<file path="src/rtl/seq_det_pkg.sv">
// seq_det_pkg: shared constants, config type and width helper for the serial pattern detector
package seq_det_pkg;

   localparam int          DEF_MAX_LEN = 8;
   localparam int          DEF_CNT_W   = 8;
   localparam logic [31:0] DEF_RST_PAT = 32'h0000_000B;
   localparam int          DEF_RST_LEN = 4;
   localparam logic        DEF_RST_OVL = 1'b1;

   typedef struct packed {
      logic [31:0] pat;
      logic [5:0]  len;
      logic        overlap;
   } cfg_t;

   function automatic int len_w(input int max_len);
      return $clog2(max_len + 1);
   endfunction

endpackage

</file>
<file path="src/rtl/seq_detector_mealy_param_sat_counter.sv">
// sat_counter: saturating event counter with a sticky all-ones flag
module sat_counter #(
   parameter int CNT_W = 8
) (
   input  logic             clk,
   input  logic             reset,
   input  logic             inc,
   input  logic             clr,
   output logic [CNT_W-1:0] count,
   output logic             sat
);

   logic [CNT_W-1:0] nxt;

   // clear beats a coincident increment; increments stop at all-ones
   always_comb begin
      nxt = clr ? '0 : (inc && !(&count)) ? count + 1'b1 : count;
   end

   // count register; sat latches once the count lands on all-ones
   always_ff @(posedge clk or posedge reset) begin
      if (reset) begin
         count <= '0;
         sat   <= 1'b0;
      end else begin
         count <= nxt;
         sat   <= clr ? 1'b0 : (sat | (&nxt));
      end
   end

endmodule

</file>
<file path="src/rtl/seq_detector_mealy_param.sv">
// seq_detector_mealy_param: programmable Mealy serial-pattern detector with saturating match counter
module seq_detector_mealy_param
   import seq_det_pkg::*;
#(
   parameter int                 MAX_LEN = DEF_MAX_LEN,
   parameter int                 CNT_W   = DEF_CNT_W,
   parameter logic [MAX_LEN-1:0] RST_PAT = DEF_RST_PAT[MAX_LEN-1:0],
   parameter int                 RST_LEN = DEF_RST_LEN,
   parameter logic               RST_OVL = DEF_RST_OVL,
   localparam int                LW      = len_w(MAX_LEN)
) (
   input  logic               clk,
   input  logic               reset,
   input  logic               cfg_load,
   input  logic [MAX_LEN-1:0] cfg_pat,
   input  logic [LW-1:0]      cfg_len,
   input  logic               cfg_overlap,
   input  logic               cnt_clr,
   input  logic               in_valid,
   input  logic               x,
   output logic               z,
   output logic [CNT_W-1:0]   match_cnt,
   output logic               cnt_sat
);

   logic [MAX_LEN-1:0] pat_r;
   logic [LW-1:0]      len_r;
   logic               ovl_r;
   logic [MAX_LEN-2:0] hist;
   logic [LW-1:0]      fill;
   logic [LW-1:0]      fill_nxt;
   logic [MAX_LEN-1:0] window;
   logic [MAX_LEN:0]   mask;
   logic               legal;
   logic               hit;
   logic               fill_ok;

   // compare the newest len_r bits (history plus the live bit) against the pattern
   always_comb begin
      window   = {hist, x};
      legal    = (len_r != '0) && (len_r <= LW'(MAX_LEN));
      mask     = ((MAX_LEN + 1)'(1) << len_r) - 1'b1;
      hit      = (({1'b0, window ^ pat_r}) & mask) == '0;
      fill_ok  = ({1'b0, fill} + 1'b1) >= {1'b0, len_r};
      z        = !reset && in_valid && !cfg_load && legal && fill_ok && hit;
      fill_nxt = (z && !ovl_r) ? '0 : (fill == LW'(MAX_LEN)) ? fill : fill + 1'b1;
   end

   // config and shift history; a config load flushes history and drops the live bit
   always_ff @(posedge clk or posedge reset) begin
      if (reset) begin
         pat_r <= RST_PAT;
         len_r <= LW'(RST_LEN);
         ovl_r <= RST_OVL;
         hist  <= '0;
         fill  <= '0;
      end else if (cfg_load) begin
         pat_r <= cfg_pat;
         len_r <= cfg_len;
         ovl_r <= cfg_overlap;
         hist  <= '0;
         fill  <= '0;
      end else if (in_valid) begin
         hist  <= window[MAX_LEN-2:0];
         fill  <= fill_nxt;
      end
   end

   sat_counter #(.CNT_W(CNT_W)) u_cnt (
      .clk   (clk),
      .reset (reset),
      .inc   (z),
      .clr   (cnt_clr),
      .count (match_cnt),
      .sat   (cnt_sat)
   );

endmodule

</file>
<file path="config.mk">
export PLATFORM = sky130hd
export DESIGN_NAME = seq_detector_mealy_param
export DESIGN_NICKNAME = d
export VERILOG_FILES = /design/src/rtl/seq_det_pkg.sv /design/src/rtl/seq_detector_mealy_param_sat_counter.sv /design/src/rtl/seq_detector_mealy_param.sv
export SDC_FILE = /design/constraint.sdc
export NUM_CORES = 1
export LEC_CHECK = 0
export ABC_AREA = 1
export BUFFER_PORTS_ARGS = -buffer_cell sky130_fd_sc_hd__clkbuf_2
export CAP_MARGIN = 20
export CORE_MARGIN = 3
export CORE_UTILIZATION = 30
export CTS_CLUSTER_DIAMETER = 200
export DETAILED_ROUTE_END_ITERATION = 7
export GPL_TIMING_DRIVEN = 0
export SLEW_MARGIN = 20
export SYNTH_ARGS = -nofsm -noshare
export SYNTH_HDL_FRONTEND = slang
export SYNTH_SLANG_ARGS = --single-unit
</file>
<file path="constraint.sdc">
create_clock -name clk -period 4.9 [get_ports clk]
set_clock_uncertainty 0.2 [all_clocks]
set_input_delay 0.245 -clock clk [delete_from_list [all_inputs] [get_ports clk]]
set_output_delay 0.245 -clock clk [all_outputs]
set_load 0.05 [all_outputs]
</file>
-- Yosys cells after proc, flatten, opt, wreduce, memory -nomap -nowiden
Index checks and enable logic that the tools add are counted.
- register bits: 33
- bits of input ports: 19
- output and inout bits: 10
- word-level logic and storage cells: 46
- $add $sub $neg: 4
- magnitude comparators: 2
- equality and inequality tests: 2
- shifts and indexed selects: 1
- mux-type cells: 9
- bitwise gates (word level): 3
- reduce and logical (&&, ||, !) cells: 18
- operator list (kind ; count):
    2-to-1 mux 4 bit ; 4
    2-to-1 mux 8 bit ; 2
    AND reduction 8 bit ; 2
    2-to-1 mux 7 bit ; 2
    bitwise AND 8 x 9 -> 9 bit ; 1
    logical NOT 9 bit ; 1
    left shift 1 x 4 -> 9 bit (first input constant) ; 1
    subtractor 9 x 1 -> 9 bit (second input constant) ; 1
    adder 8 x 1 -> 8 bit (second input constant) ; 1
    logical AND 1 bit ; 8
    XOR 8 bit ; 1
    adder 4 x 1 -> 5 bit (second input constant) ; 1
    >= comparator 5 x 4 -> 1 bit ; 1
    adder 4 x 1 -> 4 bit (second input constant) ; 1
    == test 4 bit (second input constant) ; 1
    <= comparator 4 bit (second input constant) ; 1
    logical NOT 1 bit ; 4
    nonzero test 4 bit ; 1
    inequality test 3 bit (second input constant) ; 1
    AND reduction 2 bit ; 1
    nonzero test 2 bit ; 1
    2-to-1 mux 1 bit ; 1
    OR 1 bit ; 1

-- Longest topological paths before layout
Gate-level depths: netlist of run 1.
- depth after elaboration: 12
- mapped depth: 18
- mapped depth without buffers: 18

-- Modules after synthesis
A second synthesis of run 1 with hierarchy kept.
- cell total of the unflattened synthesis: 280
- area, all modules: 2052.0 µm²
- modules (own cells, without submodules) (module ; instances ; cells each ; area each (µm²) ; sequential area each (µm²)):
    seq_detector_mealy_param ; 1 ; 196 ; 1456.4 ; 606.8
    sat_counter ; 1 ; 84 ; 595.6 ; 225.2

-- Worst setup path after synthesis of run 1
No wires, ideal clock.
- path type: register to register
- from: reg fill[0]
- to: reg u_cnt.sat
- library setup time: 0.117 ns
- arrival: 2.170 ns
- data required time: 4.583 ns
- slack: 2.413 ns
- stages on the path, launching flop included: 15
- path buffers: 0
- clock period less this slack: 2.487 ns
- cell sequence: dfrtp_1 ha_1 xor2_1 ha_1 a21o_1 nand3_1 nand4_2 nand4_2 nand2_1 nand3_1 nor2_1 nand2_1 nor2_1 nor2_1 nor2_1
- cells in the longest elaborated chain, start to end: 10
- RTL lines (what ; line ; source):
    from (decl) ; seq_detector_mealy_param.sv:30 ; logic [LW-1:0] fill;
    from (signal assigned) ; seq_detector_mealy_param.sv:65 ; fill <= fill_nxt;
    adder 4 x 1 -> 5 bit ; seq_detector_mealy_param.sv:44 ; fill_ok = ({1'b0, fill} + 1'b1) >= {1'b0, len_r};
    >= comparator 5 x 4 -> 1 bit ; seq_detector_mealy_param.sv:44 ;
    logical AND 1 bit (2 in series) ; seq_detector_mealy_param.sv:45 ; z = !reset && in_valid && !cfg_load && legal && fill_ok && hit;
    logical AND 1 bit ; seq_detector_mealy_param_sat_counter.sv:17 ; nxt = clr ? '0 : (inc && !(&count)) ? count + 1'b1 : count;
    2-to-1 mux 8 bit (2 in series) ; seq_detector_mealy_param_sat_counter.sv:17 ;
    AND reduction 8 bit ; seq_detector_mealy_param_sat_counter.sv:27 ; sat <= clr ? 1'b0 : (sat | (&nxt));
    OR 1 bit ; seq_detector_mealy_param_sat_counter.sv:27 ;
    2-to-1 mux 1 bit ; seq_detector_mealy_param_sat_counter.sv:27 ;
    to (signal assigned) ; seq_detector_mealy_param_sat_counter.sv:27 ;
    to (decl) ; seq_detector_mealy_param_sat_counter.sv:10 ; output logic sat
Every way passes these cells.
A chain may end at the register's enable or synchronous reset.

-- Worst setup path in the final report of run 1
- from: reg fill[0]
- to: out z
- cells in the longest elaborated chain, start to end: 4
- RTL lines (what ; line ; source):
    adder 4 x 1 -> 5 bit ; seq_detector_mealy_param.sv:44 ;
    >= comparator 5 x 4 -> 1 bit ; seq_detector_mealy_param.sv:44 ;
    logical AND 1 bit (2 in series) ; seq_detector_mealy_param.sv:45 ;
    to (decl) ; seq_detector_mealy_param.sv:21 ; output logic z,
Every way passes these cells.

==> metrics.yaml, run 1 <==
synth:
  yosysWarnings: 0
  ys_ff_latch: 33
  netlist.top_cell.by_area: "dfrtp_1"
  syn_inst: 294
  synth.avg_cell_area_um2: 7.35
  yosys-top-cells-area: "dfrtp_1, nand2_1, inv_1"
  syn_nets: 321
  yosysUniqueCellTypes: 30
  synth_top_area_frac: 0.324
  synth-seq-area-share: 0.385
  syn_area_um2: 2160
worst_setup_path:
  worst_path_max_delay_cell: "dfrtp_1"
  end_kind: "output port"
  crit_fanout: 10
  arrival_ps: 2590
  cp.required_ps: 4450
  cp_common_cell: "ha_1"
  critPathLaunchType: "flop"
  crit_family: "simple AND/OR/NAND/NOR gates"
  path_cells: "ha_1 -> xor2_1 -> ha_1 -> a21o_1 -> nand3_1 -> nand4_2 -> nand2_4 -> inv_1 -> clkbuf_2"
  crit_type: "reg2out"
  worst-path-buf-inv: 2
  r2r_slack_ps: 2000
  max_stage_delay_ps: 460
clock_tree:
  clkSinkCount: 33
  cts_setup_buffers: 0
  tritoncts: "done"
  htree_levels: 2
  worstSkewPairLatency_ps: 290
  cts-root-buf: "clkbuf_8"
  clockBufferDepth: 2
  clkSlewWorstSetupHoldPaths_ps: 80
  cts_buffers: 5
timing:
  timing.fmax_mhz: 329
  setup_viol_count_final: 0
  fin_crit_sh: 0.620
  finalCriticalPeriod_ps: 3040
  slew_headroom: 0.516
  slew_viol_final: 0
  hold_slack_ps: 33.5
  rsz0062_at_grt: "no"
  tns_ps: 0
  worstMarginPinSlew_ps: 725
  hold_viol: 0
placement:
  post_dp_cell_area_um2: 2420
  post-dp-hpwl_um: 3660
  gp_congestion: 0.826
  portBuffers: 27
  place_inst: 417
floorplan:
  core_um2: 6910
  die_x_um: 90.9
  die_y_um: 90.9
  die-area_um2: 8260
  start_util: 0.313
  rows: 30
  io_pins: 29
pwr:
  vdd_ir_drop_max_uv: 165
  p_per_area_nw_per_um2: 271
  p_sw_mw: 0.228
  total_leakage_power_nw: 1.43
  power.internal_mw: 0.499
  p_seq_frac: 0.420
  switching_share: 0.314
  power.share.combinational: 0.214
  clkPwrFrac: 0.366
global_routing:
  overflow: 0
  grt_pass1_wl_um: 8590
  grt_start_max_net_pins: 34
  grt_pass1_vias: 1837
  track_usage: 0.128
  antenna_found_initial: 0
layout:
  final_util: 0.388
  final_cell_mix: "nand2_1, inv_1, dfrtp_1, clkbuf_2"
  final_common_cell: "nand2_1"
  drive_above_1_share: 0.195
  diodes: 0
  area_delta_synth_final_pct: 24.1
  fin_area_um2: 2680
  stdcell_count: 440
  layout.nets: 370
drt:
  wl_um: 4970
  drc: 0
  dr.pass1.iters: 4
  wire_per_inst_um: 11.3
  drt_iter0_drc: 37
  wl_met3_um: 157
  vias: 1937
  m1WireLength_um: 2370
  avgViaCountPerCell: 4.40
  dr.max_layer_used: "met4"
  ant_nets: 0
  wl_met2_um: 2380
status:
  outcome: "completed"
hold_path:
  hold_path_class: "in2reg"
job:
  max-cap-violations: 0
state kept, by name (all words and copies together) (netlist names):
name / flops
len_r: 4
pat_r: 8
fill: 4
u_cnt.count: 8
u_cnt.sat: 1
hist: 7
ovl_r: 1
cell usage after synthesis:
master and n:
nand2_1 82, inv_1 48, dfrtp_1 28, nand3_1 26, nor2_1 26, o21ai_0 14, nand4_1 11, xor2_1 9
ha_1 8, dfstp_2 5, inv_2 5, o21ai_2 5, clkbuf_1 3, nand2_2 3, clkinv_1 2, nand2_4 2
nand4_2 2, nor2_4 2, xnor2_1 2, a21o_1 1, a21oi_1 1, buf_2 1, nand3_4 1, nand3b_2 1
nor2_2 1, nor2_8 1, nor3_1 1, o21ai_4 1, o22ai_1 1, or2_4 1
power by group through the flow:
stage	sequential [mW]	clock [mW]	combinational (mW)
after detailed placement	0.311	0	0.148
final	0.305	0.266	0.156
after global placement	0.310	0	0.143
after floorplan	0.309	0	0.110
after global routing	0.308	0.286	0.178
after CTS	0.306	0.274	0.157
final timing paths:
check	from	depth (start not counted)	endpoint
max	fill[0]	9	z
min	x	3	hist[0]
max reg2reg	fill[0]	14	u_cnt.sat
min reg2reg	pat_r[1]	2	pat_r[1]
max in group asynchronous	reset	3	len_r[0]
min in group asynchronous	reset	3	hist[0]
cells by family after synthesis:
family          count (synthesis)  synth area share
flops                          33             0.385
simple gates                  160             0.352
fa+ha+maj                       8            0.0463
xor+xnor                       11            0.0446
compound gates                 23            0.0689
buf+inv                        59             0.103
worst min-delay path: stages:
cell      delay, ps
clkbuf_2         90
inv_1            70
o22ai_1          80
per-stage QoR:
stage	power [mW]	setup slack, ps
global route	0.772	1650
global placement	0.453	2050
floorplan	0.419	2410
detailed placement	0.458	2050
CTS	0.737	1860
finish	0.728	1860
layout make-up:
| type | instances | area, um2 |
|---|---|---|
| Clock inverter | 3 | 46.3 |
| Fill cell | 770 | 4220 |
| Inverter | 55 | 206 |
| Buffer | 4 | 16.3 |
| Sequential cell | 33 | 832 |
| Clock buffer | 5 | 68.8 |
| Tap cell | 96 | 120 |
| Multi-Input combinational cell | 202 | 1110 |
| Timing Repair Buffer | 42 | 285 |
layer usage:
metal,vias to the layer above,global-route usage
met1,887,0.164
met5,-,0
met3,6,0.0258
met4,0,0.0415
met2,29,0.214
li1,1015,-
timing repair:
item / in CTS / in global routing
hold endpoints to repair: 42 / 0
hold buffers: 15 / 0
resized for setup: 0 / 0
Power figures use the tool's default switching activity.
==> inputs of run 2 (changes only) <==
==> constraint.sdc (replaced) <==
create_clock -name clk -period 2.7 [get_ports clk]
set_clock_uncertainty 0.2 [all_clocks]
set_input_delay 0.135 -clock clk [delete_from_list [all_inputs] [get_ports clk]]
set_output_delay 0.135 -clock clk [all_outputs]
set_load 0.05 [all_outputs]
==> run 2 against run 1 <==
Compared with the run above: sequential power grew 84%; setup slack lost 1700 ps; non-clock buffer count grew 13; power grew 97%; die area is the same; critical path depth grew 6; utilization grew 4.0 points; first-iteration DRC count grew 84%; largest cell class unchanged; clock-buffer cell count is the same; highest routed layer unchanged.
==> metrics.yaml, run 2 (synthesis gave the netlist of run 1 again) <==
drt:
  wire_per_inst_um: 11.6
  wl_um: 5250
  dr.pass1.iters: 4
  avgViaCountPerCell: 4.44
  vias: 2012
  drt_iter0_drc: 68
  drc: 0
  ant_nets: 0
worst_setup_path:
  path_depth: 15
  crit_path_start: "fill[0]"
  crit_fanout: 6
  crit_family: "simple AND/OR/NAND/NOR gates"
  end_kind: "flop"
  r2r_slack_ps: 140
  path_cells: "ha_4 -> xor2_4 -> ha_4 -> nand2_2 -> inv_2 -> nand4_1 -> nand4_4 -> nand4_4 -> nand2_2 -> nand3_2 -> nor2_2 -> nand2_1 -> nor2_1 -> nor2_1 -> nor2_1"
  arrival_ps: 2590
  worst-path-buf-inv: 1
  worstReg2RegEnd: "u_cnt.sat"
  rr_worst_depth: 15
  endpoint: "u_cnt.sat"
  reg2reg_from: "fill[0]"
  critPathLaunchType: "flop"
  worst_path_max_delay_cell: "dfrtp_2"
  cp_common_cell: "nor2_1"
  cp.required_ps: 2720
  max_stage_delay_ps: 460
  crit_type: "reg2reg"
layout:
  area_delta_synth_final_pct: 37.0
  diodes: 0
  layout.nets: 383
  top_regs: "pat_r (8), u_cnt.count (8), hist (7)"
  final_cell_mix: "nand2_1, inv_1, clkbuf_2, dfrtp_1"
  fillers: 732
  final_common_cell: "nand2_1"
  drive_above_1_share: 0.294
timing:
  setup_viol_count_final: 0
  slew_viol_final: 0
  worstMarginPinSlew_ps: 715
  fin_crit_sh: 0.949
  rsz0062_at_grt: "yes"
  slew_headroom: 0.523
  hold_slack_ps: 51.4
  hold_viol: 0
  tns_ps: 0
  timing.fmax_mhz: 390
  finalCriticalPeriod_ps: 2560
placement:
  post-dp-hpwl_um: 3660
  gp_congestion: 0.826
  portBuffers: 27
global_routing:
  overflow: 0
  grt_start_max_net_pins: 34
  grt_pass1_wl_um: 8840
  track_usage: 0.131
  antenna_found_initial: 0
  grt_pass1_vias: 1912
pwr:
  p_per_area_nw_per_um2: 485
  vdd_ir_drop_max_uv: 300
  power_mw: 1.44
  total_leakage_power_nw: 1.50
floorplan:
  die-area_um2: 8260
  die_x_um: 90.9
  io_pins: 29
  die_y_um: 90.9
  rows: 30
  core_um2: 6910
  start_util: 0.313
clock_tree:
  cts-root-buf: "clkbuf_8"
  worstSkewPairLatency_ps: 290
  clkSlewWorstSetupHoldPaths_ps: 80
  cts_buffers: 5
  clockBufferDepth: 2
  clkSinkCount: 33
  tritoncts: "done"
  htree_levels: 2
job:
  max-cap-violations: 0
hold_path:
  hold_path_class: "in2reg"
status:
  outcome: "completed"
## run 2: cell types whose count changed in the layout (fill, tap and decap cells not counted), moves of 5 or more
cell and delta:
buf_4 +7, ha_1 -5, ha_4 +5, nand2_1 -6
nand2_2 +6, nand3_1 -5, nand3_2 +5, nor2_1 -5
## run 2: stage by stage
stage / cell area (um2) / setup WS (ps) / std cells / util
2_1_floorplan: 2160 / 213 / 294 / -
3_3_place_gp: 2420 / -153 / 417 / 0.350
3_5_place_dp: 2420 / -152 / 417 / 0.350
4_1_cts: 2780 / 6.86 / 448 / 0.402
5_1_grt: 2960 / -45.5 / 453 / 0.429
6_report: 2960 / 137 / 453 / 0.429
## run 2: area by class of cell
type,count,area [um2],share of cell area
sequential,33,837,0.283
timing repair buffer,55,403,0.136
buffer,4,16.3,0.00549
multi-input combinational,202,1260,0.427
clock inverter,3,46.3,0.0156
inverter,55,206,0.0697
clock buffer,5,68.8,0.0232
tap,96,120,0.0406
## run 2: repair_timing
action / 4_1_cts / 5_1_grt
pin swaps: 2 / 21
hold buffers: 19 / 0
hold endpoints to repair: 46 / 0
gates resized for setup: 5 / 33
setup endpoints to repair: 6 / 6
setup buffers: 4 / 5
## run 2: worst min path at each step
stage / endpoint / depth (start not counted) / startpoint / slack [ps]
global placement: u_cnt.sat / 2 / cnt_clr / 110
finish: hist[1] / 4 / cfg_load / 50
floorplan: u_cnt.sat / 1 / cnt_clr / 1
detailed placement: pat_r[5] / 2 / reset / 100
global route: fill[2] / 4 / cfg_load / 90
CTS: hist[1] / 4 / cfg_load / 40
## run 2: worst min-delay path, cell delays in order
cell and delay (ps):
clkbuf_2 130, nor2_1 100, nand2_1 60, o21ai_0 70
## run 2: report_power, final
part           total [mW]  internal (mW)  leakage (nW)  switching (mW)
clock               0.480          0.276        0.0543           0.204
sequential          0.561          0.527         0.420          0.0345
combinational       0.394          0.179          1.03           0.216
total                1.44          0.982          1.50           0.454
## run 2: routing by layer
metal | wire, um | GRT usage
met5 | 0 | 0
met4 | 59 | 0.0490
met3 | 175 | 0.0250
met2 | 2600 | 0.219
met1 | 2410 | 0.167
